<file path="src/rtl/imu_pkg.sv">
// Shared types and constants for the IMU capture and readout stages.
// Holds the capture FSM state type, default widths and a saturating helper.
package imu_pkg;

  localparam int IMU_ADDR_WIDTH = 13;
  localparam int IMU_DATA_WIDTH = 16;

  typedef enum logic [1:0] {
    ST_IDLE    = 2'd0,
    ST_CAPTURE = 2'd1,
    ST_NOTIFY  = 2'd2
  } imu_state_t;

  // Drop counter increments but never wraps past 255.
  function automatic logic [7:0] sat_inc8(
    input logic [7:0] v
  );
    return (v == 8'hFF) ? v : v + 8'd1;
  endfunction

endpackage

</file>
<file path="src/rtl/imu_decim.sv">
// Mod-DECIM sample counter; keep is high when the next valid sample is kept.
// Ports: clk, rst (async high), clear (zero count), advance (valid sample), keep.
module imu_decim #(
  parameter int DECIM = 1
) (
  input  logic clk,
  input  logic rst,
  input  logic clear,
  input  logic advance,
  output logic keep
);

  localparam int CW = (DECIM > 1) ? $clog2(DECIM) : 1;
  localparam logic [CW-1:0] LAST = CW'(DECIM - 1);

  logic [CW-1:0] cnt;

  assign keep = (cnt == '0);

  always_ff @(posedge clk or posedge rst) begin
    if (rst) begin
      cnt <= '0;
    end else if (clear) begin
      cnt <= '0;
    end else if (advance) begin
      cnt <= (cnt == LAST) ? '0 : cnt + 1'b1;
    end
  end

endmodule

</file>
<file path="src/rtl/imu_sample2bram.sv">
// Captures one frame of decimated IMU samples into BRAM, then strobes the
// readout stage.
// Ports: clk, rst (async high), start, sample_data/sample_valid (no
// backpressure), reader_busy in; addr_bram/data_bram/en_bram/we_bram BRAM
// write port, imu_get_data frame-ready strobe, busy, drop_cnt (saturating).
module imu_sample2bram
  import imu_pkg::*;
#(
  parameter int ADDR_WIDTH    = IMU_ADDR_WIDTH,
  parameter int DATA_WIDTH    = IMU_DATA_WIDTH,
  parameter int FRAME_LEN     = 6,
  parameter int DECIM         = 1,
  parameter int GET_PULSE_CYC = 16
) (
  input  logic                  clk,
  input  logic                  rst,
  input  logic                  start,
  input  logic [DATA_WIDTH-1:0] sample_data,
  input  logic                  sample_valid,
  input  logic                  reader_busy,
  output logic [ADDR_WIDTH-1:0] addr_bram,
  output logic [DATA_WIDTH-1:0] data_bram,
  output logic                  en_bram,
  output logic                  we_bram,
  output logic                  imu_get_data,
  output logic                  busy,
  output logic [7:0]            drop_cnt
);

  localparam int PW = $clog2(GET_PULSE_CYC + 1);
  localparam logic [PW-1:0] PULSE_LAST =
    PW'(GET_PULSE_CYC);
  localparam logic [ADDR_WIDTH-1:0] LAST_ADDR =
    ADDR_WIDTH'(FRAME_LEN - 1);

  imu_state_t            state;
  logic [ADDR_WIDTH-1:0] wr_ptr;
  logic [PW-1:0]         pulse_cnt;
  logic                  frame_done;
  logic                  accept;
  logic                  advance;
  logic                  keep;

  assign accept  = (state == ST_IDLE) && start
                && !reader_busy;
  assign advance = (state == ST_CAPTURE)
                && sample_valid;
  assign busy    = (state != ST_IDLE);

  imu_decim #(
    .DECIM(DECIM)
  ) u_decim (
    .clk    (clk),
    .rst    (rst),
    .clear  (accept),
    .advance(advance),
    .keep   (keep)
  );

  always_ff @(posedge clk or posedge rst) begin
    if (rst) begin
      state        <= ST_IDLE;
      wr_ptr       <= '0;
      pulse_cnt    <= '0;
      frame_done   <= 1'b0;
      addr_bram    <= '0;
      data_bram    <= '0;
      en_bram      <= 1'b0;
      we_bram      <= 1'b0;
      imu_get_data <= 1'b0;
      drop_cnt     <= 8'd0;
    end else begin
      en_bram <= 1'b0;
      we_bram <= 1'b0;
      unique case (state)
        ST_IDLE: begin
          if (accept) begin
            state    <= ST_CAPTURE;
            wr_ptr   <= '0;
            drop_cnt <= 8'd0;
          end else if (sample_valid && frame_done) begin
            drop_cnt <= sat_inc8(drop_cnt);
          end
        end
        ST_CAPTURE: begin
          if (sample_valid && keep) begin
            en_bram   <= 1'b1;
            we_bram   <= 1'b1;
            addr_bram <= wr_ptr;
            data_bram <= sample_data;
            // Explicit wrap: FRAME_LEN may equal 2**ADDR_WIDTH.
            if (wr_ptr == LAST_ADDR) begin
              wr_ptr     <= '0;
              pulse_cnt  <= '0;
              frame_done <= 1'b1;
              state      <= ST_NOTIFY;
            end else begin
              wr_ptr <= wr_ptr + 1'b1;
            end
          end
        end
        ST_NOTIFY: begin
          if (sample_valid) begin
            drop_cnt <= sat_inc8(drop_cnt);
          end
          // First NOTIFY cycle is the last write; strobe follows.
          if (pulse_cnt == PULSE_LAST) begin
            imu_get_data <= 1'b0;
            state        <= ST_IDLE;
          end else begin
            imu_get_data <= 1'b1;
            pulse_cnt    <= pulse_cnt + 1'b1;
          end
        end
        default: begin
          state <= ST_IDLE;
        end
      endcase
    end
  end

endmodule

</file>
<file path="config.mk">
export PLATFORM = sky130hd
export DESIGN_NAME = imu_sample2bram
export DESIGN_NICKNAME = d
export VERILOG_FILES = /design/src/rtl/imu_pkg.sv /design/src/rtl/imu_decim.sv /design/src/rtl/imu_sample2bram.sv
export SDC_FILE = /design/constraint.sdc
export NUM_CORES = 1
export LEC_CHECK = 0
export CORE_ASPECT_RATIO = 0.7
export CORE_UTILIZATION = 51
export DETAILED_ROUTE_END_ITERATION = 10
export HOLD_SLACK_MARGIN = 0.15
export PLACE_DENSITY = 0.81
export SETUP_SLACK_MARGIN = 0.02
export SYNTH_ARGS = -nofsm -noshare
export SYNTH_HDL_FRONTEND = slang
export SYNTH_SLANG_ARGS = --single-unit
export TNS_END_PERCENT = 20
</file>
<file path="constraint.sdc">
create_clock -name clk -period 3.6 [get_ports clk]
set_input_delay 0.36 -clock clk [delete_from_list [all_inputs] [get_ports clk]]
set_output_delay 0.36 -clock clk [all_outputs]
set_load 0.01 [all_outputs]
</file>
# Word-level counts from Yosys, hierarchy flattened
# Cells that the tools add are included.
# W data, S select, Z words.
[word_totals]
elab_cells = 69
out_inout_bits = 41
ff_bits = 61
[classes]
add_sub_neg = 4
bitwise_logic = 1
n_eq_ne = 12
n_reduce_logical = 18
n_mux = 24
[op_table]
columns = ["cell", "n"]
rows = [
  ["$mux W13", 3],
  ["$mux W8", 4],
  ["$pmux W13 S2", 1],
  ["$pmux W8 S2", 1],
  ["$mux W5", 3],
  ["$add A13 B1 Y13 const B", 1],
  ["$eq A13 B3 Y1 const B", 1],
  ["$pmux W5 S2", 1],
  ["$reduce_bool A2 Y1", 5],
  ["$reduce_and A3 Y1", 3],
  ["$add A8 B1 Y8 const B", 1],
  ["$eq A8 B8 Y1 const B", 1],
  ["$mux W2", 4],
  ["$ne A2 B2 Y1 const B", 4],
  ["$reduce_and A4 Y1", 2],
  ["$mux W1", 6],
  ["$pmux W2 S3", 1],
  ["$add A5 B1 Y5 const B", 1],
  ["$eq A5 B5 Y1 const B", 1],
  ["$logic_and A1 B1 Y1", 5],
  ["$ne A2 B1 Y1 const B", 2],
  ["$ne A3 B2 Y1 const B", 1],
  ["$eq A2 B1 Y1 const B", 1],
  ["$eq A2 B2 Y1 const B", 1],
  ["5 further kinds", 5],
]

# Logic depth before layout (Yosys ltp)
[depth]
word_depth = 5
depth_mapped = 7
mapped_depth_nobuf = 6

# Cells and area by module
# A second synthesis with hierarchy kept.
[hier_totals]
hier_cells = 306
area_unflattened_um2 = 2802.7
[by_module_without_submodules]
columns = ["module", "area_each_um2", "cells_per_inst", "n_inst"]
rows = [
  ["imu_sample2bram", 2791.4, 304, 1],
  ["imu_decim", 11.3, 2, 1],
]

# Worst setup path after synthesis
# OpenSTA, ideal clock, no wires.
[synth_path]
kind = "reg2reg"
start = "register state[0]"
end = "register wr_ptr[11]"
required_ps = 3522
setup_slack_ps = 1633
arrival_ps = 1890
path_stages_with_launch = 7
synth_period_minus_slack_ps = 1967
path_buffers = 2
cell_sequence = "dfrtp_1 buf_6 or4b_4 buf_6 a21o_1 or4_1 a21oi_1"
[synth_via]
elab_chain_len = 5
word_cells_on_any_way = 9
classes_between = "eq/ne (3); mux (1); reduce/logical (5)"
[synth_rtl]
columns = ["element", "line_no", "source"]
rows = [
  ["from (decl)", "imu_sample2bram.sv:36", "imu_state_t state;"],
  ["from (signal assigned)", "imu_sample2bram.sv:62", "state <= ST_IDLE;"],
  ["from (signal assigned)", "imu_sample2bram.sv:78", "state <= ST_CAPTURE;"],
  ["from (signal assigned)", "imu_sample2bram.sv:96", "state <= ST_NOTIFY;"],
  ["$logic_not A2 Y1", "imu_sample2bram.sv:44, imu_sample2bram.sv:75", ""],
  ["$logic_and A1 B1 Y1", "imu_sample2bram.sv:44", "assign accept = (state == ST_IDLE) && start"],
  ["$logic_and A1 B1 Y1", "imu_sample2bram.sv:45", "&& !reader_busy;"],
  ["$ne A2 B2 Y1 (no line)", "-", ""],
  ["$reduce_and A3 Y1 (no line)", "-", ""],
  ["to (signal assigned)", "imu_sample2bram.sv:98", "wr_ptr <= wr_ptr + 1'b1;"],
  ["to (decl)", "imu_sample2bram.sv:37", "logic [ADDR_WIDTH-1:0] wr_ptr;"],
]
# Several ways; a longest one is shown, not always the timed one.
# A chain may end at the register's enable or synchronous reset.

# Worst setup path after layout
[layout_path]
start = "input port start"
end = "register drop_cnt[5]"
[layout_via]
elab_chain_len = 4
word_cells_on_any_way = 6
classes_between = "eq/ne (1); mux (2); reduce/logical (3)"
[layout_rtl]
columns = ["element", "line_no", "source"]
rows = [
  ["from (decl)", "imu_sample2bram.sv:17", "input logic start,"],
  ["$logic_and A1 B1 Y1 *", "imu_sample2bram.sv:44", ""],
  ["$logic_and A1 B1 Y1 *", "imu_sample2bram.sv:45", ""],
  ["$ne A3 B2 Y1 (no line) / $mux W8 (equally long branches)", "-", ""],
  ["$reduce_and A3 Y1 (no line) / $pmux W8 S2 (equally long branches)", "-", ""],
  ["to (signal assigned)", "imu_sample2bram.sv:82", "drop_cnt <= sat_inc8(drop_cnt);"],
  ["to (signal assigned)", "imu_sample2bram.sv:104", "drop_cnt <= sat_inc8(drop_cnt);"],
  ["to (decl)", "imu_sample2bram.sv:27", "output logic [7:0] drop_cnt"],
]
# Mark *: on every way between the ends. The rest lies on a longest branch, timed or not.

==> results.py <==
metrics = {
    "grt": {
        "grt_use_total": 0.2328,
        "grt_pass1_vias": 2262,
        "grt_max_degree": 39,
        "gr-total-overflow": 0,
        "antenna_found_initial": 0,
        "grt_pass1_wl_mm": 10.05,
    },
    "route": {
        "vias": 2275,
        "viasPerCell": 5.278,
        "antenna_left": 0,
        "wl_per_cell_um": 13.37,
        "drc": 0,
        "dr.first_iter.drc_count": 101,
        "dr.pass1.iters": 4,
        "drt-total-wl_mm": 5.761,
    },
    "synthesis": {
        "ys_seq_area_frac": 0.5479,
        "synth_edf_count": 0,
        "yosysWarningCount": 0,
        "synthArstFlopShare": 1.000,
        "syn_area_per_cell_um2": 9.384,
        "syn_nets": 318,
        "synth_flop_cell": "dfrtp_1",
        "ys_ff_latch": 60,
        "syn_inst": 292,
        "ys_types": 41,
        "synth_area_mm2": 0.002740,
    },
    "timing": {
        "setup_viol": 0,
        "period_needed_ns": 2.117,
        "fmax_mhz": 472.3,
        "slew_headroom": 0.5215,
        "timing.final.crit_share": 0.5882,
        "final_hold_viol_count": 0,
        "skew_ns": 0.006501,
        "fin_tns_setup_ns": 0,
        "slew_viol_final": 0,
        "rsz0062_at_grt": "false",
        "worstMarginPinSlew_ns": 0.7167,
    },
    "floorplanning": {
        "std_cell_rows": 21,
        "dieArea_mm2": 0.005675,
        "pin_count": 62,
        "die_w_um": 89.61,
        "die_height_um": 63.33,
        "core_mm2": 0.004966,
        "start_util": 0.5518,
    },
    "cts": {
        "cts_max_level": 3,
        "clock_path_buffers": 2,
        "path_clk_slew_ns": 0.07,
        "cts_hold_buf": 0,
        "cts_buffers": 9,
        "cts_setup_buffers": 0,
        "post_cts_resized": 0,
        "clock-sinks": 60,
        "cts_root_buffer": "clkbuf_8",
        "cts_tree": "yes",
        "clock_latency_ns": 0.33,
    },
    "layout": {
        "final_common_cell": "nand2_1",
        "mostFrequentLayoutCells": "nand2_1 (96), clkdlybuf4s50_1 (61), dfrtp_1 (60)",
        "nets": 383,
        "drive_gt1_frac": 0.08564,
        "utilization": 0.7319,
        "antenna_cells": 0,
        "area_delta_synth_final_pct": 32.65,
    },
    "run": {
        "cap_violations": 0,
    },
    "setup_path": {
        "crit_arrival_ns": 2.34,
        "critPathLaunchType": "primary input",
        "worstSetupPathType": "primary input to register",
        "worstPathRequired_ns": 3.82,
        "endpoint_kind": "register",
        "crit_fanout": 9,
    },
    "run_status": {
        "outcome": "complete, no violations",
    },
    "placement": {
        "hpwlAfterDp_mm": 4.027,
        "numPortBuffers": 61,
        "place_congestion": 0.8017,
    },
    "power": {
        "powerDensity_mw_per_mm2": 704.8,
        "peakVddDrop_uv": 403.3,
        "p_leak_nw": 1.689,
    },
    "min_path": {
        "hold_path_class": "primary input to asynchronous set/reset pin",
    },
}
-- cell type report --
type,instances,area [um^2]
sequential,60,1501
fill,361,1331
multi-input combinational,211,1141
timing repair buffer,66,648.1
clock buffer,9,123.9
clock inverter,7,100.1
tap,69,86.33
inverter,9,33.78
-- stage by stage --
stage	total power (W)	setup WS (ns)	instances	hold WS (ns)	instance area [um^2]
6_report	0.002562	1.483	431	0.4715	3635
5_1_grt	0.002740	1.309	431	0.4880	3635
4_1_cts	0.002587	1.455	431	0.4772	3635
3_5_place_dp	0.001903	1.146	415	0.4566	3411
3_3_place_gp	0.001879	1.182	415	0.4505	3411
2_1_floorplan	0.001485	1.633	292	0.4338	2740
-- synthesized netlist by cell type (2+ instances only) --
cell type,n,area (um^2)
nand2_1,96,360.4
dfrtp_1,60,1501
nor2_1,18,67.56
o21ai_0,12,60.06
a21oi_1,9,45.04
clkbuf_1,9,33.78
inv_1,9,33.78
nand4_1,6,37.54
ha_1,5,62.56
xor2_1,5,43.79
mux2i_1,4,40.04
nand3_1,4,20.02
or3_1,4,25.02
a211oi_1,3,22.52
a31o_2,3,26.28
and3_1,3,18.77
nor4_1,3,18.77
nor4b_1,3,26.28
o211ai_1,3,22.52
o31ai_1,3,22.52
xnor2_1,3,26.28
a31oi_1,2,12.51
and4_1,2,17.52
buf_6,2,22.52
nand3b_1,2,15.01
nor2b_1,2,12.51
or2_2,2,12.51
or2b_1,2,15.01
-- power by group --
group / switching, W / internal, W
Clock: 0.000275 / 0.000393
Combinational: 0.000434 / 0.000429
Sequential: 0.000162 / 0.000869
Total: 0.000871 / 0.00169
-- kinds of logic after synthesis --
family | after synthesis | synth area share
mux | 4 | 0.01461
buf+inv | 21 | 0.03562
simple gates | 153 | 0.2548
xor+xnor | 8 | 0.02557
flops | 60 | 0.5479
compound gates | 41 | 0.09863
fa+ha+maj | 5 | 0.02283
-- sequential cells by signal, summed over array words and instances, names as in the netlist --
| register | count |
|---|---|
| data_bram | 16 |
| addr_bram | 13 |
| wr_ptr | 13 |
| drop_cnt | 8 |
| pulse_cnt | 5 |
| state | 2 |
| frame_done | 1 |
| imu_get_data | 1 |
| we_bram | 1 |
-- layer usage --
layer | track usage | wire length (um) | up-vias
met1 | 0.3036 | 2748 | 1085
met2 | 0.3741 | 2607 | 70
met4 | 0.05357 | 20 | 0
li1 | - | - | 1116
met5 | 0 | 0 | -
met3 | 0.07864 | 385 | 4
-- worst paths after layout --
| path | start | to | slack [ns] | cells past startpoint |
|---|---|---|---|---|
| worst max-delay path | start | drop_cnt[5] | 1.48 | 5 |
| worst min register to register | frame_done | frame_done | 0.47 | 1 |
| max in group asynchronous | rst | addr_bram[2] | 2.45 | 3 |
| worst max register to register | state[1] | drop_cnt[5] | 1.51 | 4 |
| worst min-delay path | rst | addr_bram[8] | 0.47 | 2 |
| min in group clk | frame_done | frame_done | 0.47 | 1 |
-- critical path: stages --
cell	delay [ns]
clkdlybuf4s50_1	0.48
or3b_2	0.47
a221oi_2	0.63
a21oi_1	0.17
a31o_2	0.23
Power figures use the tool's default switching activity.
